<file path="src/rtl/rgb2gray_stat.sv">
// rgb2gray_stat: RGB -> luma converter with output modes and per-frame min/max.
//   Luma is a rounded fixed-point weighted sum computed over a 3-stage pipeline.
//   The result is saturated, cut down to its OUT_W MSBs, and then passed through
//   the active mode (pass, invert, threshold, inverted threshold).
//   The mode/threshold pair is latched only on an input vsync rising edge.
//   Running min/max of valid output pixels is published on each output vsync
//   rising edge.
// Ports:
//   clk, iRST                    clock, synchronous active-high reset
//   i_r/i_g/i_b                  pixel components (DATA_W each)
//   i_h_sync/i_v_sync/i_data_en  input video timing
//   i_mode, i_thresh             requested output mode / binarisation threshold
//   o_y                          processed pixel (OUT_W), 3 cycles after input
//   o_h_sync/o_v_sync/o_data_en  timing aligned with o_y
//   o_frame_min/o_frame_max      statistics of the last completed frame
//   o_stat_valid                 one-cycle pulse when the statistics update
module rgb2gray_stat #(
  parameter int DATA_W = 12,
  parameter int OUT_W  = 8,
  parameter int COEF_W = 10,
  parameter int FRAC_W = 8,
  parameter int COEF_R = 77,
  parameter int COEF_G = 150,
  parameter int COEF_B = 29
) (
  input  logic              clk,
  input  logic              iRST,
  input  logic [DATA_W-1:0] i_r,
  input  logic [DATA_W-1:0] i_g,
  input  logic [DATA_W-1:0] i_b,
  input  logic              i_h_sync,
  input  logic              i_v_sync,
  input  logic              i_data_en,
  input  logic [1:0]        i_mode,
  input  logic [OUT_W-1:0]  i_thresh,
  output logic [OUT_W-1:0]  o_y,
  output logic              o_h_sync,
  output logic              o_v_sync,
  output logic              o_data_en,
  output logic [OUT_W-1:0]  o_frame_min,
  output logic [OUT_W-1:0]  o_frame_max,
  output logic              o_stat_valid
);
  localparam int PW = DATA_W + COEF_W;
  localparam int SW = PW + 1;
  localparam int FW = PW + 2;
  localparam logic [COEF_W-1:0] CR   = COEF_W'(COEF_R);
  localparam logic [COEF_W-1:0] CG   = COEF_W'(COEF_G);
  localparam logic [COEF_W-1:0] CB   = COEF_W'(COEF_B);
  localparam logic [SW-1:0]     RND  = SW'(1) << (FRAC_W - 1);
  localparam logic [FW-1:0]     YMAX = {{(FW-DATA_W){1'b0}}, {DATA_W{1'b1}}};
  localparam logic [OUT_W-1:0]  ONES = '1;
  localparam logic [OUT_W-1:0]  HALF = OUT_W'(1) << (OUT_W - 1);

  logic              vs_in_prev_q, vs_in_prev_d;
  logic [1:0]        act_mode_q, act_mode_d;
  logic [OUT_W-1:0]  act_thr_q, act_thr_d;
  logic [PW-1:0]     prod_r_q, prod_r_d, prod_g_q, prod_g_d, prod_b_q, prod_b_d;
  logic [1:0]        mode_s1_q, mode_s1_d, mode_s2_q, mode_s2_d;
  logic [OUT_W-1:0]  thr_s1_q, thr_s1_d, thr_s2_q, thr_s2_d;
  logic [SW-1:0]     sum_rg_q, sum_rg_d, sum_b_q, sum_b_d;
  logic [2:0]        hs_pipe_q, hs_pipe_d, vs_pipe_q, vs_pipe_d, de_pipe_q, de_pipe_d;
  logic [OUT_W-1:0]  o_y_q, o_y_d;
  logic [OUT_W-1:0]  frame_min_q, frame_min_d, frame_max_q, frame_max_d;
  logic [OUT_W-1:0]  run_min_q, run_min_d, run_max_q, run_max_d;
  logic              stat_valid_q, stat_valid_d;

  logic              vs_edge_in, out_edge;
  logic [1:0]        mode_in;
  logic [OUT_W-1:0]  thr_in, g_val;
  logic [FW-1:0]     final_sum, y_wide;
  logic [DATA_W-1:0] y_sat;

  always_comb begin
    // Pair latched on the input edge applies to the pixel of that same cycle.
    vs_edge_in   = i_v_sync & ~vs_in_prev_q;
    mode_in      = vs_edge_in ? i_mode   : act_mode_q;
    thr_in       = vs_edge_in ? i_thresh : act_thr_q;
    vs_in_prev_d = i_v_sync;
    act_mode_d   = mode_in;
    act_thr_d    = thr_in;

    // S1: products
    prod_r_d  = {{COEF_W{1'b0}}, i_r} * {{DATA_W{1'b0}}, CR};
    prod_g_d  = {{COEF_W{1'b0}}, i_g} * {{DATA_W{1'b0}}, CG};
    prod_b_d  = {{COEF_W{1'b0}}, i_b} * {{DATA_W{1'b0}}, CB};
    mode_s1_d = mode_in;
    thr_s1_d  = thr_in;

    // S2: partial sums, rounding constant folded into the blue term
    sum_rg_d  = {1'b0, prod_r_q} + {1'b0, prod_g_q};
    sum_b_d   = {1'b0, prod_b_q} + RND;
    mode_s2_d = mode_s1_q;
    thr_s2_d  = thr_s1_q;

    // S3: final sum, saturate, keep MSBs, apply mode
    final_sum = {1'b0, sum_rg_q} + {1'b0, sum_b_q};
    y_wide    = final_sum >> FRAC_W;
    y_sat     = (y_wide > YMAX) ? {DATA_W{1'b1}} : y_wide[DATA_W-1:0];
    g_val     = y_sat[DATA_W-1 -: OUT_W];
    case (mode_s2_q)
      2'b00:   o_y_d = g_val;
      2'b01:   o_y_d = ONES - g_val;
      2'b10:   o_y_d = (g_val >= thr_s2_q) ? ONES : '0;
      default: o_y_d = (g_val >= thr_s2_q) ? '0 : ONES;
    endcase

    hs_pipe_d = {hs_pipe_q[1:0], i_h_sync};
    vs_pipe_d = {vs_pipe_q[1:0], i_v_sync};
    de_pipe_d = {de_pipe_q[1:0], i_data_en};

    // Output vsync edge seen one stage early so the stats land on the same
    // cycle o_v_sync rises; the pixel entering o_y then opens the new frame.
    out_edge     = vs_pipe_q[1] & ~vs_pipe_q[2];
    frame_min_d  = frame_min_q;
    frame_max_d  = frame_max_q;
    run_min_d    = run_min_q;
    run_max_d    = run_max_q;
    stat_valid_d = 1'b0;
    if (out_edge) begin
      frame_min_d  = run_min_q;
      frame_max_d  = run_max_q;
      stat_valid_d = 1'b1;
      run_min_d    = de_pipe_q[1] ? o_y_d : ONES;
      run_max_d    = de_pipe_q[1] ? o_y_d : '0;
    end else if (de_pipe_q[1]) begin
      if (o_y_d < run_min_q) run_min_d = o_y_d;
      if (o_y_d > run_max_q) run_max_d = o_y_d;
    end
  end

  always_ff @(posedge clk) begin
    if (iRST) begin
      vs_in_prev_q <= 1'b0;
      act_mode_q   <= 2'b00;
      act_thr_q    <= HALF;
      prod_r_q     <= '0;
      prod_g_q     <= '0;
      prod_b_q     <= '0;
      mode_s1_q    <= '0;
      thr_s1_q     <= '0;
      mode_s2_q    <= '0;
      thr_s2_q     <= '0;
      sum_rg_q     <= '0;
      sum_b_q      <= '0;
      hs_pipe_q    <= '0;
      vs_pipe_q    <= '0;
      de_pipe_q    <= '0;
      o_y_q        <= '0;
      frame_min_q  <= '0;
      frame_max_q  <= '0;
      run_min_q    <= ONES;
      run_max_q    <= '0;
      stat_valid_q <= 1'b0;
    end else begin
      vs_in_prev_q <= vs_in_prev_d;
      act_mode_q   <= act_mode_d;
      act_thr_q    <= act_thr_d;
      prod_r_q     <= prod_r_d;
      prod_g_q     <= prod_g_d;
      prod_b_q     <= prod_b_d;
      mode_s1_q    <= mode_s1_d;
      thr_s1_q     <= thr_s1_d;
      mode_s2_q    <= mode_s2_d;
      thr_s2_q     <= thr_s2_d;
      sum_rg_q     <= sum_rg_d;
      sum_b_q      <= sum_b_d;
      hs_pipe_q    <= hs_pipe_d;
      vs_pipe_q    <= vs_pipe_d;
      de_pipe_q    <= de_pipe_d;
      o_y_q        <= o_y_d;
      frame_min_q  <= frame_min_d;
      frame_max_q  <= frame_max_d;
      run_min_q    <= run_min_d;
      run_max_q    <= run_max_d;
      stat_valid_q <= stat_valid_d;
    end
  end

  assign o_y          = o_y_q;
  assign o_h_sync     = hs_pipe_q[2];
  assign o_v_sync     = vs_pipe_q[2];
  assign o_data_en    = de_pipe_q[2];
  assign o_frame_min  = frame_min_q;
  assign o_frame_max  = frame_max_q;
  assign o_stat_valid = stat_valid_q;
endmodule

</file>
<file path="config.mk">
export PLATFORM = sky130hd
export DESIGN_NAME = rgb2gray_stat
export DESIGN_NICKNAME = d
export VERILOG_FILES = /design/src/rtl/rgb2gray_stat.sv
export SDC_FILE = /design/constraint.sdc
export NUM_CORES = 1
export LEC_CHECK = 0
export BUFFER_PORTS_ARGS = -buffer_cell sky130_fd_sc_hd__buf_2
export CAP_MARGIN = 10
export CORE_ASPECT_RATIO = 0.8
export CORE_MARGIN = 2
export CORE_UTILIZATION = 35
export CTS_BUF_LIST = sky130_fd_sc_hd__clkbuf_8
export DETAILED_ROUTE_END_ITERATION = 10
export PLACE_DENSITY = 0.58
export SKIP_LAST_GASP = 1
export SYNTH_ARGS = -nofsm -noshare
export SYNTH_HDL_FRONTEND = slang
export SYNTH_SLANG_ARGS = --single-unit
</file>
<file path="constraint.sdc">
create_clock -name clk -period 10 [get_ports clk]
set_input_delay 1 -clock clk [delete_from_list [all_inputs] [get_ports clk]]
set_output_delay 1 -clock clk [all_outputs]
set_load 0.005 [all_outputs]
</file>
* Yosys cells after proc, flatten, opt, wreduce, memory -nomap -nowiden
Cells that the tools add are included.
** Storage, ports and cells
- Register bits after elaboration :: 191
- Bits in latches :: 0
- Bits in writable memories :: 0
- ROM bits :: 0
- Bits of input ports :: 51
- Logic and storage cells :: 60
- Memories :: 0
** Operators by class
- Add/sub/neg operators :: 4
- $mul :: 3
- Divide/modulo/power cells :: 0
- Magnitude comparators :: 4
- Equality and inequality tests :: 2
- Shift-type cells :: 0
- Multiplexer cells :: 14
- Bitwise operators :: 4
- Reduce and logical (&&, ||, !) cells :: 6
** Operators with widths (count)
- $mux 8 :: 11
- $mul 12x7->19 const B :: 2
- $add 23x23->24 :: 1
- $pmux 8 s3 :: 1
- $add 22x22->23 :: 1
- $add 22x8->23 const B :: 1
- $mul 12x5->17 const B :: 1
- $gt 16x12->1 const B :: 1
- $mux 12 :: 1
- $ge 8x8->1 :: 1
- $gt 8x8->1 :: 1
- $lt 8x8->1 :: 1
- $sub 8x8->8 const A :: 1
- $reduce_bool 2->1 :: 3
- $reduce_and 2->1 :: 2
- $and 1x1->1 :: 2
- $eq 2x1->1 const B :: 1
- $eq 2x2->1 const B :: 1
- $logic_not 2->1 :: 1
- $not 1->1 :: 2
- $mux 1 :: 1

* Logic depth before layout (Yosys ltp)
Gate-level depths: netlist of the first run.
- Word-level depth :: 10
- Depth in mapped cells :: 28

* Worst setup path after synthesis of the first run
OpenSTA, ideal clock, no wires.
- Path type :: register to register
- From :: register sum_rg_q[10]
- To :: register run_min_q[4]
- Library setup time :: 0.121 ns
- Arrival time :: 5.291 ns
- Slack :: 4.588 ns
- Stages on the path, launching flop included :: 28
- Clock period less this slack :: 5.412 ns
- Cells stage by stage :: dfxtp_1 -> ha_1 -> and3_1 -> a221o_1 -> o21ai_2 -> a21oi_2 -> o31a_1 -> nor2_1 -> nand2_1 -> ha_1 -> nand2_1 -> o21ai_0 -> a41oi_1 -> a21o_2 -> clkbuf_1 -> a41oi_1 -> o211ai_1 -> xnor2_1 -> inv_1 -> ha_1 -> a21oi_1 -> o21ai_0 -> o21ai_0 -> a211oi_2 -> o221ai_2 -> and3_1 -> buf_6 -> mux2_4
** Between the ends
- Cells in the longest elaborated chain, start to end :: 9
** Ends and longest elaborated chain
- start: declaration :: line 61 : logic [SW-1:0] sum_rg_q, sum_rg_d, sum_b_q, sum_b_d;
- start signal: assignment :: line 166 : sum_rg_q <= sum_rg_d;
- $add 23x23->24 (*) :: line 97 : final_sum = {1'b0, sum_rg_q} + {1'b0, sum_b_q};
- $gt 16x12->1 :: line 99 : y_sat = (y_wide > YMAX) ? {DATA_W{1'b1}} : y_wide[DATA_W-1:0];
- $mux 12 (*) :: line 99
- $ge 8x8->1 :: line 104, 105
- $mux 8, on equally long branches :: line 105, 104
- $pmux 8 s3 (*) :: line 101 : case (mode_s2_q)
- net o_y_d[6] :: line 63 : logic [OUT_W-1:0] o_y_q, o_y_d;
- $lt 8x8->1 (*) :: line 127 : if (o_y_d < run_min_q) run_min_d = o_y_d;
- $reduce_bool 2->1 (no source line) (*)
- $reduce_and 2->1 (no source line) (*)
- end signal: assignment :: line 174 : run_min_q <= run_min_d;
- end: declaration :: line 65 : logic [OUT_W-1:0] run_min_q, run_min_d, run_max_q, run_max_d;
The timed path passes the listed nets; every way through them passes the cells marked *. The select of a mux whose other input is x is not followed.
A chain may end at the register's enable or synchronous reset.

* Worst setup path after layout of the first run
Ends and elaborated chain as after synthesis.

==> impl_metrics.toml, run 1 <==
[run_status]
status = "completed"

[routing]
wl_met3_um = 641
drc_errors = 0
dr.pass1.iters = 4
wl_per_cell_um = 13.32
viasPerCell = 4.784
ant_nets = 0
totalWireLength_um = 23730
wl_met1_um = 13140
wl_met2_um = 9732
highest_layer = "met4"
drtIter0Drc = 368
vias = 8521

[sta]
min_period_ns = 6.124
rsz0062_at_grt = "false"
slew_viol_final = 0
slew_headroom_pct = 41.00
final.setup.tns_ns = 0
tightest_slew_ns = 0.8832
setup_viol = 0
fmax_mhz = 163.3
fin_worst_skew_ns = 0.01534
hold_violations = 0
finalCritPeriodShare_pct = 61.24

[die]
start_util_pct = 35.37
die_area_um2 = 34150
rows = 59
die_x_um = 206.1
ioPinCount = 79
core_area_um2 = 32330
chipHeight_um = 165.7

[placement]
routabilityCongestion = 0.8695
numPortBuffers = 78
dp_hpwl_um = 19550

[synthesis]
yosysMostFrequentCell = "ha_1"
synth_common_cells = "ha_1 (189), inv_1 (181), dfxtp_1 (165)"
yosysWarningCount = 0
ys_seq_area_share_pct = 28.88
ys_ff_latch = 165
synth_top_area_share_pct = 28.88
ys_types = 82
async_flop_share_pct = 0
synthFlopType = "dfxtp_1"
yosysTopAreaCell = "dfxtp_1"
syn_area_per_cell_um2 = 8.984
synth_edf_count = 0
synthCells = 1273
syn_nets = 1564
syn-cell-area_um2 = 11440
synth.area.top_cells = "dfxtp_1 (29%), ha_1 (21%), fa_1 (8.9%), inv_1 (5.9%), a21oi_1 (3.2%)"

[layout]
final_net_count = 1632
finalCoreUtilization_pct = 39.18
n_antenna_cell = 0
area_delta_synth_final_pct = 10.76
drive_gt1_share_pct = 10.71

[flow_run]
cap_violations = 0

[clock_tree]
cts_buffers = 17
root_buffer = "clkbuf_8"
clock_sinks = 165
path_clk_slew_ns = 0.10
cts_setup_buffers = 0
ctsLongestPathBuffers = 2
tritoncts = "done"
cts_hold_buf = 0
ctsResizeCount = 0
htreeDepth = 4
insertion_delay_ns = 0.45

[setup_path]
cpMaxStageDelayCell = "xnor2_1"
path_delay_family = "compound AO/OA/AOI/OAI gates"
cp.arrival_ns = 6.46
crit_path_max_incr_delay_ns = 0.37
start_kind = "flop"
crit_fanout = 14
crit_type = "flop to flop"
cp_data_required_time_ns = 10.33
end_kind = "flop"
crit_buf_inv = 1
regToRegSetupSlack_ns = 3.88

[pwr]
p_sw_mw = 1.061
swShare_pct = 40.35
combPwrFrac_pct = 48.5
intPower_mw = 1.569
pwr-share-clk_pct = 19.1
seq_power_share_pct = 32.4
leakagePower_nw = 6.176
ir_worst_vdd_uv = 88.50
power_density_nw_per_um2 = 207.6

[hold_path]
hold_class = "flop to flop"

[global_route]
grt_use_total_pct = 14.63
antenna_found_initial = 0
grt_max_degree = 64
gr-total-overflow = 0
grt_pass1_vias = 8323
grt_pass1_wl_um = 40870
## cells by family after synthesis
group                      after synthesis  synth area share [%]
and+or+nand+nor                        358                 15.55
xor gates and xnor gates                59                 4.584
DFF                                    165                 28.88
adders and majority gates              240                 29.60
buffers and inverters                  215                 7.165
AOI/OAI and AO/OA                      231                 13.72
muxes                                    5                0.5032
## metrics by stage
step / instances / power, mW / setup slack (ns) / hold slack, ns / instance area, um^2
finish: 1781 / 2.630 / 3.876 / 0.4425 / 12670
detailed placement: 1749 / 2.136 / 4.013 / 0.4264 / 12250
global placement: 1749 / 2.127 / 4.049 / 0.4185 / 12250
global route: 1781 / 2.893 / 3.281 / 0.4667 / 12670
CTS: 1781 / 2.656 / 3.919 / 0.4506 / 12670
floorplan: 1273 / 1.828 / 4.588 / 0.4130 / 11440
## sequential cells by signal (all words and copies together), names as in the netlist
| signal | count |
|---|---|
| act_thr_q | 8 |
| de_pipe_q | 3 |
| hs_pipe_q | 3 |
| mode_s1_q | 2 |
| mode_s2_q | 2 |
| o_frame_max | 8 |
| o_frame_min | 8 |
| o_stat_valid | 1 |
| o_y | 8 |
| prod_b_q | 17 |
| prod_g_q | 19 |
| prod_r_q | 19 |
| run_max_q | 8 |
| run_min_q | 8 |
| sum_b_q | 18 |
| sum_rg_q | 21 |
| thr_s1_q | 1 |
| thr_s2_q | 8 |
| vs_pipe_q | 3 |
## cell type report
type                       count  area [um^2]
clock inverter                14        166.4
multi-input combinational    893         7315
fill                        3333        19670
inverter                     183        686.9
clock buffer                  18        247.7
sequential                   165         3303
timing repair buffer          81        415.4
tap                          427        534.3
## routing by layer
metal | vias to the layer above | GRT usage [%]
li1 | 4434 | -
met5 | - | 0
met1 | 3945 | 22.77
met4 | 0 | 3.323
met2 | 125 | 21.20
met3 | 17 | 1.909
## power by group through the flow
stage               registers (mW)  clock network (mW)  logic (mW)
floorplan                    0.831                   0       0.997
global placement             0.866                   0        1.26
detailed placement           0.867                   0        1.27
CTS                          0.853               0.519        1.28
global route                 0.862               0.550        1.48
finish                       0.853               0.501        1.28
## cell usage in the layout, fill, tap and decap left out, types with 21 or more instances in the layout
master	Yosys	final
a21o_1	22	22
nor2b_1	58	58
o21ai_0	26	26
a21oi_1	73	73
ha_1	189	189
xor2_1	26	26
dfxtp_1	165	165
xnor2_1	32	32
inv_1	181	181
buf_2	1	77
fa_1	51	51
nor2_1	96	96
nand3_1	21	21
nand2_1	89	89
nor3_1	22	22
## worst paths after layout
kind,endpoint,cells after the start,from
hold / removal,hs_pipe_q[2],1,hs_pipe_q[1]
setup / recovery,run_min_q[4],25,sum_rg_q[10]
hold reg to reg,hs_pipe_q[2],1,hs_pipe_q[1]
setup reg to reg,run_min_q[4],25,sum_rg_q[10]
(Power assumes the default switching activity.)
==> run 2: changes to the inputs <==
- clock period: 10 -> 5.8 ns (I/O delays scaled with it)
==> impl_metrics.toml, run 2 (synthesis results as in run 1) <==
[pwr]
p_total_mw = 4.611
ir_worst_vdd_uv = 169.3
power_density_nw_per_um2 = 357.8
leakagePower_nw = 6.239
pwr-share-clk_pct = 17.1
intPower_mw = 2.702
swShare_pct = 41.40
combPwrFrac_pct = 51.0
seq_power_share_pct = 31.9
p_sw_mw = 1.909

[layout]
area_delta_synth_final_pct = 12.68
multi_input_area_um2 = 7463
largest_reg_flops = 21
top_register = "sum_rg_q"
fill_cells = 3306
finalNonFillerCells = 1796
layout_common_cells = "ha_1 (186), inv_1 (181), dfxtp_1 (165)"
final_net_count = 1647
final-seq-area_um2 = 3303
largest_registers = "sum_rg_q: 21 flops, prod_g_q: 19 flops, prod_r_q: 19 flops"
n_antenna_cell = 0
drive_gt1_share_pct = 13.00
finalCoreUtilization_pct = 39.86
final_common_cell = "ha_1"

[sta]
tightest_slew_ns = 0.9373
fmax_mhz = 178.5
finalCritPeriodShare_pct = 96.59
final.setup.tns_ns = 0
slew_viol_final = 0
whs_ns = 0.3266
fin_worst_skew_ns = 0.01956
min_period_ns = 5.602
hold_violations = 0
setup_viol = 0
slew_headroom_pct = 37.51

[placement]
dp_hpwl_um = 19630
numPortBuffers = 78
routabilityCongestion = 0.8632
dp_cells = 1759

[hold_path]
hold_path.startpoint = "i_h_sync"
hold_class = "primary input to flop"

[clock_tree]
htreeDepth = 4
cts_buffers = 17
ctsLongestPathBuffers = 2
cts_hold_buf = 0
path_clk_slew_ns = 0.10
tritoncts = "done"
clock_sinks = 165
root_buffer = "clkbuf_8"
insertion_delay_ns = 0.46

[setup_path]
rr_startpoint = "sum_rg_q[8]"
cpMaxStageDelayCell = "a221o_1"
crit_fanout = 13
crit_buf_inv = 3
cp_common_cell = "ha_1"
crit_start = "sum_rg_q[8]"
cp.arrival_ns = 5.98
crit_path_max_incr_delay_ns = 0.38
cp_data_required_time_ns = 6.18
end_kind = "flop"
start_kind = "flop"
crit_type = "flop to flop"
path_delay_family = "compound AO/OA/AOI/OAI gates"

[global_route]
grt_pass1_wl_um = 40540
grt_use_total_pct = 14.53
gr-total-overflow = 0
antenna_found_initial = 0
grt_max_degree = 95
grt_pass1_vias = 8288

[die]
rows = 59
die_area_um2 = 34150
start_util_pct = 35.37
chipHeight_um = 165.7
ioPinCount = 79
core_area_um2 = 32330
die_x_um = 206.1

[flow_run]
cap_violations = 0

[routing]
drtIter0Drc = 485
drc_errors = 0
ant_nets = 0
dr.pass1.iters = 5
vias = 8591
wl_per_cell_um = 13.57
totalWireLength_um = 24370
viasPerCell = 4.783

[run_status]
status = "completed"
[run 2: worst register-to-register path: stages (launching register included)]
cell and delay (ns):
dfxtp_1 0.31, ha_1 0.32, and3_1 0.17, a221o_1 0.38, o21ai_4 0.18, a21oi_4 0.11, o31a_1 0.35, nor2_4 0.21
nand2_1 0.09, ha_1 0.28, nand2_1 0.05, o21ai_2 0.11, a41oi_2 0.14, a21o_2 0.23, buf_4 0.18, a41oi_2 0.18
o211ai_1 0.13, xnor2_1 0.24, inv_1 0.10, ha_1 0.31, a21oi_1 0.07, o21ai_1 0.17, o21ai_1 0.10, a211oi_2 0.34
nand4_4 0.19, and3_4 0.25, buf_4 0.15, a32oi_1 0.18
[run 2: power groups by stage]
stage,sequential [mW],combinational [mW],clock (mW)
2_1_floorplan,1.43,1.72,0
3_3_place_gp,1.49,2.24,0
3_5_place_dp,1.49,2.26,0
4_1_cts,1.47,2.29,0.819
5_1_grt,1.49,2.69,0.863
6_report,1.47,2.35,0.787
[run 2: routing by layer]
metal	track usage [%]	share of wire, %	up-vias
met3	2.066	3.8	24
met5	0	0	-
met2	20.83	41	138
met4	4.317	1.6	0
met1	22.31	54	3973
li1	-	-	4456
[run 2: final cells by class]
cell class | instances | area share, %
Clock buffer | 17 | 1.816
Clock inverter | 15 | 1.068
Inverter | 183 | 5.330
Multi-Input combinational cell | 893 | 57.91
Sequential cell | 165 | 25.63
Tap cell | 427 | 4.146
Timing Repair Buffer | 96 | 4.097
[run 2: final timing paths]
kind                  endpoint  cells past startpoint  slack (ns)
hold reg to reg   hs_pipe_q[1]                      1        0.45
hold / removal    hs_pipe_q[0]                      2        0.33
setup / recovery  run_min_q[3]                     27        0.20
setup reg to reg  run_min_q[3]                     27        0.20
[run 2: timing repair]
| item | 4_1_cts | 5_1_grt |
|---|---|---|
| pin swaps | 0 | 13 |
| resized for setup | 3 | 26 |
| endpoints found under the setup margin | 7 | 16 |
| buffers inserted | 0 | 5 |
| hold endpoints to repair | 0 | 0 |
[run 2: metrics by stage]
| stage | instance area, um^2 | worst slack, ns |
|---|---|---|
| floorplan | 11440 | 0.3876 |
| global route | 12890 | -0.07410 |
| detailed placement | 12330 | 0.003927 |
| global placement | 12330 | 0.1303 |
| finish | 12890 | 0.1980 |
| CTS | 12710 | 0.003177 |
